## src/rtl/vga_pkg.sv

```systemverilog
// Default 800x600 @ 60 Hz timing constants shared by the VGA timing generator.
package vga_pkg;

    localparam int CNT_W = 11;

    localparam int H_ACTIVE = 800;
    localparam int H_FP     = 40;
    localparam int H_SYNC   = 128;
    localparam int H_BP     = 88;
    localparam int H_TOTAL  = H_ACTIVE + H_FP + H_SYNC + H_BP;

    localparam int V_ACTIVE = 600;
    localparam int V_FP     = 1;
    localparam int V_SYNC   = 4;
    localparam int V_BP     = 23;
    localparam int V_TOTAL  = V_ACTIVE + V_FP + V_SYNC + V_BP;

    localparam int H_SYNC_START = H_ACTIVE + H_FP;
    localparam int H_SYNC_END   = H_ACTIVE + H_FP + H_SYNC;
    localparam int V_SYNC_START = V_ACTIVE + V_FP;
    localparam int V_SYNC_END   = V_ACTIVE + V_FP + V_SYNC;

    localparam logic SYNC_POL = 1'b1;

endpackage

```

## src/rtl/vga_if.sv

```systemverilog
// Pixel stream bundle passed from the timing generator through the draw stages.
interface vga_if;
    logic [10:0] vcount;
    logic        vsync;
    logic        vblnk;
    logic [10:0] hcount;
    logic        hsync;
    logic        hblnk;
    logic [11:0] rgb;

    modport out (output vcount, vsync, vblnk, hcount, hsync, hblnk, rgb);
    modport in  (input  vcount, vsync, vblnk, hcount, hsync, hblnk, rgb);
endinterface

```

## src/rtl/vga_counter.sv

```systemverilog
// Wrapping counter for one axis of the raster. Blank and sync flags are decoded
// from the next count and registered together with it, so they never lag the count.
module vga_counter
    import vga_pkg::*;
#(
    parameter int   TOTAL      = H_TOTAL,
    parameter int   ACTIVE     = H_ACTIVE,
    parameter int   SYNC_START = H_SYNC_START,
    parameter int   SYNC_END   = H_SYNC_END,
    parameter logic SYNC_ACT   = SYNC_POL
) (
    input  logic             clk,
    input  logic             rst,
    input  logic             en_i,
    output logic [CNT_W-1:0] count_o,
    output logic             last_o,
    output logic             blnk_o,
    output logic             sync_o
);

    localparam logic [CNT_W-1:0] LAST_C   = CNT_W'(TOTAL - 1);
    localparam logic [CNT_W-1:0] ACTIVE_C = CNT_W'(ACTIVE);
    localparam logic [CNT_W-1:0] SS_C     = CNT_W'(SYNC_START);
    localparam logic [CNT_W-1:0] SE_C     = CNT_W'(SYNC_END);

    logic [CNT_W-1:0] count_q, count_d;
    logic             blnk_q, blnk_d;
    logic             sync_q, sync_d;

    // last_o marks the terminal count; the parent uses it to chain axes.
    assign last_o = (count_q == LAST_C);

    // Next count and the flags that will describe it.
    always_comb begin
        count_d = last_o ? '0 : count_q + CNT_W'(1);
        blnk_d  = (count_d >= ACTIVE_C);
        sync_d  = ((count_d >= SS_C) && (count_d < SE_C)) ? SYNC_ACT : ~SYNC_ACT;
    end

    // Count and flags advance together; reset wins over enable.
    always_ff @(posedge clk) begin
        if (rst) begin
            count_q <= '0;
            blnk_q  <= 1'b0;
            sync_q  <= ~SYNC_ACT;
        end else if (en_i) begin
            count_q <= count_d;
            blnk_q  <= blnk_d;
            sync_q  <= sync_d;
        end
    end

    assign count_o = count_q;
    assign blnk_o  = blnk_q;
    assign sync_o  = sync_q;

endmodule

```

## src/rtl/vga_timing.sv

```systemverilog
// Raster timing generator: drives hcount/vcount, sync and blanking for the
// draw pipeline and a one-cycle frame_start strobe for game logic.
module vga_timing
    import vga_pkg::*;
#(
    parameter int   H_ACTIVE = vga_pkg::H_ACTIVE,
    parameter int   H_FP     = vga_pkg::H_FP,
    parameter int   H_SYNC   = vga_pkg::H_SYNC,
    parameter int   H_BP     = vga_pkg::H_BP,
    parameter int   V_ACTIVE = vga_pkg::V_ACTIVE,
    parameter int   V_FP     = vga_pkg::V_FP,
    parameter int   V_SYNC   = vga_pkg::V_SYNC,
    parameter int   V_BP     = vga_pkg::V_BP,
    parameter logic SYNC_POL = vga_pkg::SYNC_POL
) (
    input  logic  clk,
    input  logic  rst,
    input  logic  en,
    vga_if.out    vout,
    output logic  frame_start
);

    localparam int H_TOT = H_ACTIVE + H_FP + H_SYNC + H_BP;
    localparam int V_TOT = V_ACTIVE + V_FP + V_SYNC + V_BP;

    generate
        if (H_TOT > 2048 || V_TOT > 2048) begin : g_bad_timing
            $error("vga_timing: H_TOTAL/V_TOTAL exceed the 11-bit counter range");
        end
    endgenerate

    logic [CNT_W-1:0] h_count, v_count;
    logic             h_last, v_last;
    logic             h_blnk, v_blnk;
    logic             h_sync, v_sync;
    logic             frame_start_q, frame_start_d;

    vga_counter #(
        .TOTAL     (H_TOT),
        .ACTIVE    (H_ACTIVE),
        .SYNC_START(H_ACTIVE + H_FP),
        .SYNC_END  (H_ACTIVE + H_FP + H_SYNC),
        .SYNC_ACT  (SYNC_POL)
    ) u_hcnt (
        .clk    (clk),
        .rst    (rst),
        .en_i   (en),
        .count_o(h_count),
        .last_o (h_last),
        .blnk_o (h_blnk),
        .sync_o (h_sync)
    );

    // The vertical axis only steps on the pixel that wraps the line.
    vga_counter #(
        .TOTAL     (V_TOT),
        .ACTIVE    (V_ACTIVE),
        .SYNC_START(V_ACTIVE + V_FP),
        .SYNC_END  (V_ACTIVE + V_FP + V_SYNC),
        .SYNC_ACT  (SYNC_POL)
    ) u_vcnt (
        .clk    (clk),
        .rst    (rst),
        .en_i   (en & h_last),
        .count_o(v_count),
        .last_o (v_last),
        .blnk_o (v_blnk),
        .sync_o (v_sync)
    );

    // Strobe when the raster wraps from the last pixel back to (0,0); a stall clears it.
    always_comb begin
        frame_start_d = en & h_last & v_last;
    end

    // Registered strobe so it lines up with the (0,0) counts.
    always_ff @(posedge clk) begin
        if (rst) begin
            frame_start_q <= 1'b0;
        end else begin
            frame_start_q <= frame_start_d;
        end
    end

    assign vout.hcount = h_count;
    assign vout.vcount = v_count;
    assign vout.hblnk  = h_blnk;
    assign vout.vblnk  = v_blnk;
    assign vout.hsync  = h_sync;
    assign vout.vsync  = v_sync;
    assign vout.rgb    = 12'h000;
    assign frame_start = frame_start_q;

endmodule

```

## src/flat_wrapper.sv

```systemverilog
// flat-port wrapper written by rule: the top's interface ports become plain ports
module vga_timing_flat import vga_pkg::*;
#(
    parameter int   H_ACTIVE = vga_pkg::H_ACTIVE,
    parameter int   H_FP     = vga_pkg::H_FP,
    parameter int   H_SYNC   = vga_pkg::H_SYNC,
    parameter int   H_BP     = vga_pkg::H_BP,
    parameter int   V_ACTIVE = vga_pkg::V_ACTIVE,
    parameter int   V_FP     = vga_pkg::V_FP,
    parameter int   V_SYNC   = vga_pkg::V_SYNC,
    parameter int   V_BP     = vga_pkg::V_BP,
    parameter logic SYNC_POL = vga_pkg::SYNC_POL
)
  (clk, rst, en, frame_start, vout_vcount, vout_vsync, vout_vblnk, vout_hcount, vout_hsync, vout_hblnk, vout_rgb);
  vga_if vout_i ();
  input  logic clk;
  input  logic rst;
  input  logic en;
  output logic frame_start;
  output wire logic [$bits(vout_i.vcount)-1:0] vout_vcount;
  output wire logic [$bits(vout_i.vsync)-1:0] vout_vsync;
  output wire logic [$bits(vout_i.vblnk)-1:0] vout_vblnk;
  output wire logic [$bits(vout_i.hcount)-1:0] vout_hcount;
  output wire logic [$bits(vout_i.hsync)-1:0] vout_hsync;
  output wire logic [$bits(vout_i.hblnk)-1:0] vout_hblnk;
  output wire logic [$bits(vout_i.rgb)-1:0] vout_rgb;
  assign vout_vcount = vout_i.vcount;
  assign vout_vsync = vout_i.vsync;
  assign vout_vblnk = vout_i.vblnk;
  assign vout_hcount = vout_i.hcount;
  assign vout_hsync = vout_i.hsync;
  assign vout_hblnk = vout_i.hblnk;
  assign vout_rgb = vout_i.rgb;
  vga_timing #(.H_ACTIVE(H_ACTIVE), .H_FP(H_FP), .H_SYNC(H_SYNC), .H_BP(H_BP), .V_ACTIVE(V_ACTIVE), .V_FP(V_FP), .V_SYNC(V_SYNC), .V_BP(V_BP), .SYNC_POL(SYNC_POL)) u_core (.clk(clk), .rst(rst), .en(en), .vout(vout_i), .frame_start(frame_start));
endmodule
```

## config.mk

```make
export PLATFORM = sky130hd
export DESIGN_NAME = vga_timing_flat
export DESIGN_NICKNAME = d
export VERILOG_FILES = /design/src/rtl/vga_pkg.sv /design/src/rtl/vga_if.sv /design/src/rtl/vga_counter.sv /design/src/rtl/vga_timing.sv /design/src/flat_wrapper.sv
export SDC_FILE = /design/constraint.sdc
export NUM_CORES = 1
export LEC_CHECK = 0
export CAP_MARGIN = 20
export CORE_ASPECT_RATIO = 1.75
export CORE_MARGIN = 1.5
export CORE_UTILIZATION = 44
export CTS_CLUSTER_DIAMETER = 60
export CTS_CLUSTER_SIZE = 16
export DETAILED_ROUTE_END_ITERATION = 8
export GPL_TIMING_DRIVEN = 0
export PLACE_DENSITY = 0.7
export REMOVE_ABC_BUFFERS = 1
export SLEW_MARGIN = 25
export SYNTH_ARGS = -nofsm -noshare
export SYNTH_HDL_FRONTEND = slang
export SYNTH_SLANG_ARGS = --single-unit
```

## constraint.sdc

```tcl
create_clock -name clk -period 5.39 [get_ports clk]
set_input_delay 1.078 -clock clk [delete_from_list [all_inputs] [get_ports clk]]
set_output_delay 1.078 -clock clk [all_outputs]
set_load 0.01 [all_outputs]
```

==> impl_results.md, run 1 <==
- CTS Root Cell: clkbuf_8
- Final HPWL DP: between 3000 and 4000 um
- Vias post-DR: ~1,900
- Worst rel slew slack: about three fifths
- EDFF count, synth: 0
- RSZ-0062 raised after global routing: no
- Top Ports: 42
- Switch Pwr: 0.08482 mW
- Worst Setup End Kind: register
- Mapped cell area: between 1500 and 2000 um^2
- Die Y: about 92 um
- Sequential fraction of the synthesis area: 27.12%
- Cell-internal power: around 0.26 mW
- Vias per cell: 5.948
- Diodes inserted: 0
- Setup CP Type: in2reg
- Max stage delay on crit path: 0.83 ns
- Max_cap viols: 0
- Syn Area/Cell: approximately 7.6 um^2
- Design Power: around 0.35 mW
- Gate Count Post-Synth: around 260
- Die ar.: ~5000 um^2
- Min Tclk post-route: about 2.9 ns
- Slew @ Worst Pin: between 0.6 and 0.7 ns
- Sw frac: about a quarter
- Die X: about 54 um
- CP required: 5.58 ns
- CP max-delay cell: clkdlybuf4s50_1
- Crit-path max FO: 15
- Final setup viols: 0
- Hold Path Class: reg2reg
- Nets: 280
- Clock buffer depth: 2
- Setup TNS: 0 ns
- CTS resizes: 0
- Total track usage: 20.63%
- Commonest non-fill, non-tap cell in the layout: nor2_1
- Final-report max-slew violation count: 0
- H-Tree Level Count: 1
- Iter 0 DRT Violations: 53
- Total clock buffers created by CTS: 3
- IO buf count: 29
- Power Density: 157.6 nW/um^2
- Setup WS post-layout: around 2.4 ns
- Post-synth ARST share: 0%
- Final Cycle Share: 54.57%
- CP cell instances: clkdlybuf4s50_1 > and2_1 > nand2_1 > nor2_2 > a21oi_1 > a311oi_1
- Leading cell types in the layout, fill and taps excluded: nor2_1 (31), clkdlybuf4s50_1 (28), dfxtp_1 (27)
- Count of different cell masters after synthesis: 61
- GP Congestion: ~0.82
- Leak pwr: 0.7029 nW
- Initial core utilization: a little under half
- First-pass GRT wire length: 7859 um
- Maximum VDD drop: ~0.12 mV
- Upper clock frequency limit: approximately 0.34 GHz
- Status: finished, final reports clean
- Drt pass-1 iters: 4
- Crit path buffers/inverters: 1
- Clock power frac: 34.0%
- Largest net degree at the start of global routing: 30
- Final Skew: 0.003782 ns
- Hold buffers post-CTS: 0
- Worst setup SP type: input port
- Initial antenna violation count: 0
- Hold Vio Cnt, Final: 0
- Yosys reg bits: 27
- Post-route DRC: 0
- Final ANT Viol Nets: 0
- Fillers: approximately 450
- Layout cells sized above 1: approximately 8.8%
- Synth warn: 0
- Postcts setup bufs: 0
- CP delay by family, top: simple AND/OR/NAND/NOR gates
- GRT overflow: 0
- Core footprint: 4364 um^2
- Detailed-route wire length: 4798 um
- Clk slew on worst S/H paths: around 0.10 ns
- Row count: 32
- Logic pwr share: under 10%
- Vias in the first global route: about 1,700
- Syn-to-layout area delta: 10.92%
- Sequential Power Share: between 50% and 60%
- CTS tree: built
- Worst slack at placement: between 2 and 2.5 ns
- Clk Latency, worst-skew pair: 0.27 ns
- DR WL/cell: ~15 um
- CTS Sinks: 27
- Worst path arrival time: approximately 3.1 ns
- Ys flop type: dfxtp_1
## flip-flops by register name, indices dropped and copies added, names as in the netlist
register / flops
u_core.u_hcnt.sync_o: 1
u_core.u_vcnt.sync_o: 1
u_core.u_vcnt.blnk_o: 1
u_core.u_vcnt.count_o: 11
u_core.u_hcnt.count_o: 11
u_core.frame_start: 1
u_core.u_hcnt.blnk_o: 1
## layer usage
metal,global-route usage [%],up-vias,share of wire [%]
li1,-,938,-
met1,24.52,904,40
met2,34.35,68,52
met3,2.117,17,4.1
met4,11.32,0,4.4
met5,0,-,0
## power groups by stage
| stage | logic, mW | registers [mW] | clock network (mW) |
|---|---|---|---|
| after global placement | 0.0253 | 0.210 | 0 |
| after floorplan | 0.0117 | 0.210 | 0 |
| after global routing | 0.0273 | 0.206 | 0.129 |
| final | 0.0248 | 0.205 | 0.119 |
| after detailed placement | 0.0255 | 0.210 | 0 |
| after CTS | 0.0257 | 0.205 | 0.122 |
## worst min-delay path, delay by kind of cell (launching register included)
family	cells	cell delay (ns)
simple gates	1	0.08
compound gates	1	0.05
flops	1	0.32
## cells in the mapped netlist (3+ instances only)
master	n	area share, %
nand4_1	7	2.2
o21ai_0	13	3.3
nor3_2	3	1.5
a21oi_1	24	6.0
nor2_1	31	5.8
clkbuf_1	7	1.3
nor3_1	8	2.0
nor4_1	4	1.3
inv_1	6	1.1
ha_1	3	1.9
nand2_1	16	3.0
buf_4	17	6.4
or3_1	4	1.3
xnor2_1	6	2.6
a31oi_1	3	0.94
buf_6	4	2.3
xor2_1	8	3.5
and4_1	4	1.8
buf_2	4	1.0
dfxtp_1	27	27
nand4b_1	4	1.8
nand3_1	12	3.0
## area by class of cell
class / count / area, um^2 / area share [%]
multi-input cells: 207 / 1252 / 56.65
flip-flops and latches: 27 / 540.5 / 24.45
repair buffers: 29 / 285.3 / 12.90
well taps: 51 / 63.81 / 2.886
clock buffers: 3 / 41.29 / 1.868
inverters: 6 / 22.52 / 1.019
clock inverters: 1 / 5.005 / 0.2264
## cell families (layout without fill, tap and decap cells)
family	count (synthesis)	in the layout	synth area share (%)
compound gates	59	59	18.77
xor+xnor	14	14	6.152
fa+ha+maj	3	3	1.883
buf+inv	38	39	12.12
flops	27	27	27.12
mux	1	1	0.5022
other cells	1	12	0.1881
simple gates	118	118	33.27
## final timing paths
kind,start,end,slack [ns],depth (start not counted)
max reg2reg,u_core.u_vcnt.count_o[1]$_SDFFE_PP0P_,u_core.u_vcnt.sync_o$_SDFFE_PP0P_,2.89,5
min reg2reg,u_core.u_hcnt.blnk_o$_SDFFE_PP0P_,u_core.u_hcnt.blnk_o$_SDFFE_PP0P_,0.50,2
min,u_core.u_hcnt.blnk_o$_SDFFE_PP0P_,u_core.u_hcnt.blnk_o$_SDFFE_PP0P_,0.50,2
max,en,u_core.u_vcnt.count_o[2]$_SDFFE_PP0P_,2.45,6
## per-stage QoR
| stage | cell area (um^2) | hold slack, ns | std cells | utilization (%) |
|---|---|---|---|---|
| 2_1_floorplan | 1815 | 0.4994 | 240 | - |
| 3_3_place_gp | 2170 | 0.4881 | 320 | 49.71 |
| 3_5_place_dp | 2170 | 0.4953 | 320 | 49.71 |
| 4_1_cts | 2216 | 0.5086 | 324 | 50.77 |
| 5_1_grt | 2211 | 0.5410 | 324 | 50.66 |
| 6_report | 2211 | 0.4974 | 324 | 50.66 |
No activity file was read; power rests on OpenSTA's default activity.
==> run 2, diff against run 1 <==
- PLACE_DENSITY: 0.7 -> 0.73
- clock period: 5.39 -> 2.7 ns (I/O delays scaled with it)
==> run 2 against run 1 <==
  * Register-to-register slack got worse by 2.7 ns
  * Flip-flop and latch count unchanged
  * Largest power group unchanged
  * Die area unchanged
  * Via count is 0.47% lower
  * Highest routed layer unchanged
  * Non-clock buffer count unchanged
  * Combinational power is 100% higher
  * Total power grew 97%
  * Sequential share of layout area barely moved
  * Global-route usage down 0.18 points
  * Clock skew increased by 0.0018 ns
  * Critical path depth decreased by 1
  * Worst hold slack better by 0.0069 ns
==> impl_results.md, run 2 (synthesis results as in run 1) <==
- Status: finished, final reports clean
- Post-route DRC: 0
- Vias post-DR: 1,918
- Maximum VDD drop: 0.1752 mV
- RSZ-0062 raised after global routing: no
- Die ar.: 4958 um^2
- Detailed-route wire length: between 4000 and 5000 um
- Commonest non-fill, non-tap cell in the layout: nor2_1
- Layout Utilization: slightly above 50%
- Final Cycle Share: 91.49%
- Total clock buffers created by CTS: 3
- Leading cell types in the layout, fill and taps excluded: nor2_1 (31), clkdlybuf4s50_1 (28), dfxtp_1 (27)
- Hold Vio Cnt, Final: 0
- Initial antenna violation count: 0
- Initial core utilization: a little under half
- IO buf count: 29
- Core footprint: between 4000 and 5000 um^2
- Syn-to-layout area delta: 10.86%
- CTS Root Cell: clkbuf_8
- Non-Filler Instances: around 320
- Vias per cell: around 5.9
- Clk Latency, worst-skew pair: between 0.2 and 0.3 ns
- Final setup viols: 0
- Layout cells sized above 1: 8.425%
- CTS tree: built
- Total track usage: approximately 20%
- GRT overflow: 0
- Leak pwr: roughly 0.7 nW
- CP required: between 2 and 3 ns
- Crit-path max FO: 11
- Die X: roughly 54 um
- Postcts setup bufs: 0
- Power Density: approximately 310 nW/um^2
- CTS Sinks: 27
- Diodes inserted: 0
- Worst path arrival time: 2.65 ns
- Design Power: 0.6857 mW
- Worst Setup End Kind: register
- Final HPWL DP: 3456 um
- Hold WS: 0.5043 ns
- Slew @ Worst Pin: 0.6198 ns
- Final Skew: 0.005542 ns
- Final ANT Viol Nets: 0
- Drt pass-1 iters: 5
- Clk slew on worst S/H paths: around 0.090 ns
- Largest net degree at the start of global routing: 30
- Row count: 32
- Nets: 280
- Die Y: a little over 90 um
- Worst rel slew slack: 58.45%
- CTS resizes: 0
- Final-report max-slew violation count: 0
- Iter 0 DRT Violations: 51
- DR WL/cell: around 15 um
- Setup CP Type: reg2reg
- Min Tclk post-route: ~2.5 ns
- First-pass GRT wire length: around 7800 um
- Worst setup SP type: register
- Setup TNS: 0 ns
- Hold Path Class: reg2reg
- Top Ports: between 40 and 50
- Hold buffers post-CTS: 0
- H-Tree Level Count: 1
- DP Cell Count: 320
- Clock buffer depth: 2
- Upper clock frequency limit: just over 0.4 GHz
- Vias in the first global route: 1,740
- Max_cap viols: 0
- GP Congestion: a little under 0.9
==> run 2: cell count changes in the layout (fill, tap and decap cells not counted) <==
cell,previous run,this run
clkbuf_1,0,1
clkinv_2,1,0
==> run 2: where the power goes <==
group	total [mW]	internal, mW	switching (mW)
Clock	0.227	0.106	0.122
Combinational	0.0495	0.0195	0.0300
Sequential	0.409	0.403	0.00591
Total	0.686	0.528	0.158
==> run 2: final timing paths <==
check                                        start                                end  slack (ns)  cells past startpoint
max reg2reg  u_core.u_vcnt.count_o[0]$_SDFFE_PP0P_  u_core.u_vcnt.sync_o$_SDFFE_PP0P_        0.23                      5
max          u_core.u_vcnt.count_o[0]$_SDFFE_PP0P_  u_core.u_vcnt.sync_o$_SDFFE_PP0P_        0.23                      5
min              u_core.u_hcnt.blnk_o$_SDFFE_PP0P_  u_core.u_hcnt.blnk_o$_SDFFE_PP0P_        0.50                      2
min reg2reg      u_core.u_hcnt.blnk_o$_SDFFE_PP0P_  u_core.u_hcnt.blnk_o$_SDFFE_PP0P_        0.50                      2
==> run 2: layout make-up <==
type	count	area, um^2
Timing Repair Buffer	29	285.3
Clock buffer	4	45.04
Fill cell	466	2155
Inverter	6	22.52
Multi-Input combinational cell	207	1252
Tap cell	51	63.81
Sequential cell	27	540.5
==> run 2: metal layers <==
layer / vias up / GRT usage [%] / part of all wire [%]
li1: 937 / - / -
met1: 906 / 22.11 / 40
met2: 65 / 36.89 / 53
met3: 10 / 1.629 / 3.6
met4: 0 / 10.47 / 3.1
met5: - / 0 / 0
==> run 2: worst max-delay path, stage by stage (launching register included) <==
cell,delay (ns)
dfxtp_1,0.52
ha_1,0.44
inv_1,0.21
or4_1,0.50
a2111o_1,0.44
o41ai_2,0.28
==> run 2: per-stage QoR <==
stage | instance area [um^2] | setup WS, ns
2_1_floorplan | 1815 | 0.5061
4_1_cts | 2215 | 0.2321
5_1_grt | 2210 | 0.1112
3_5_place_dp | 2170 | -0.02420
3_3_place_gp | 2170 | -0.03361
6_report | 2210 | 0.2296
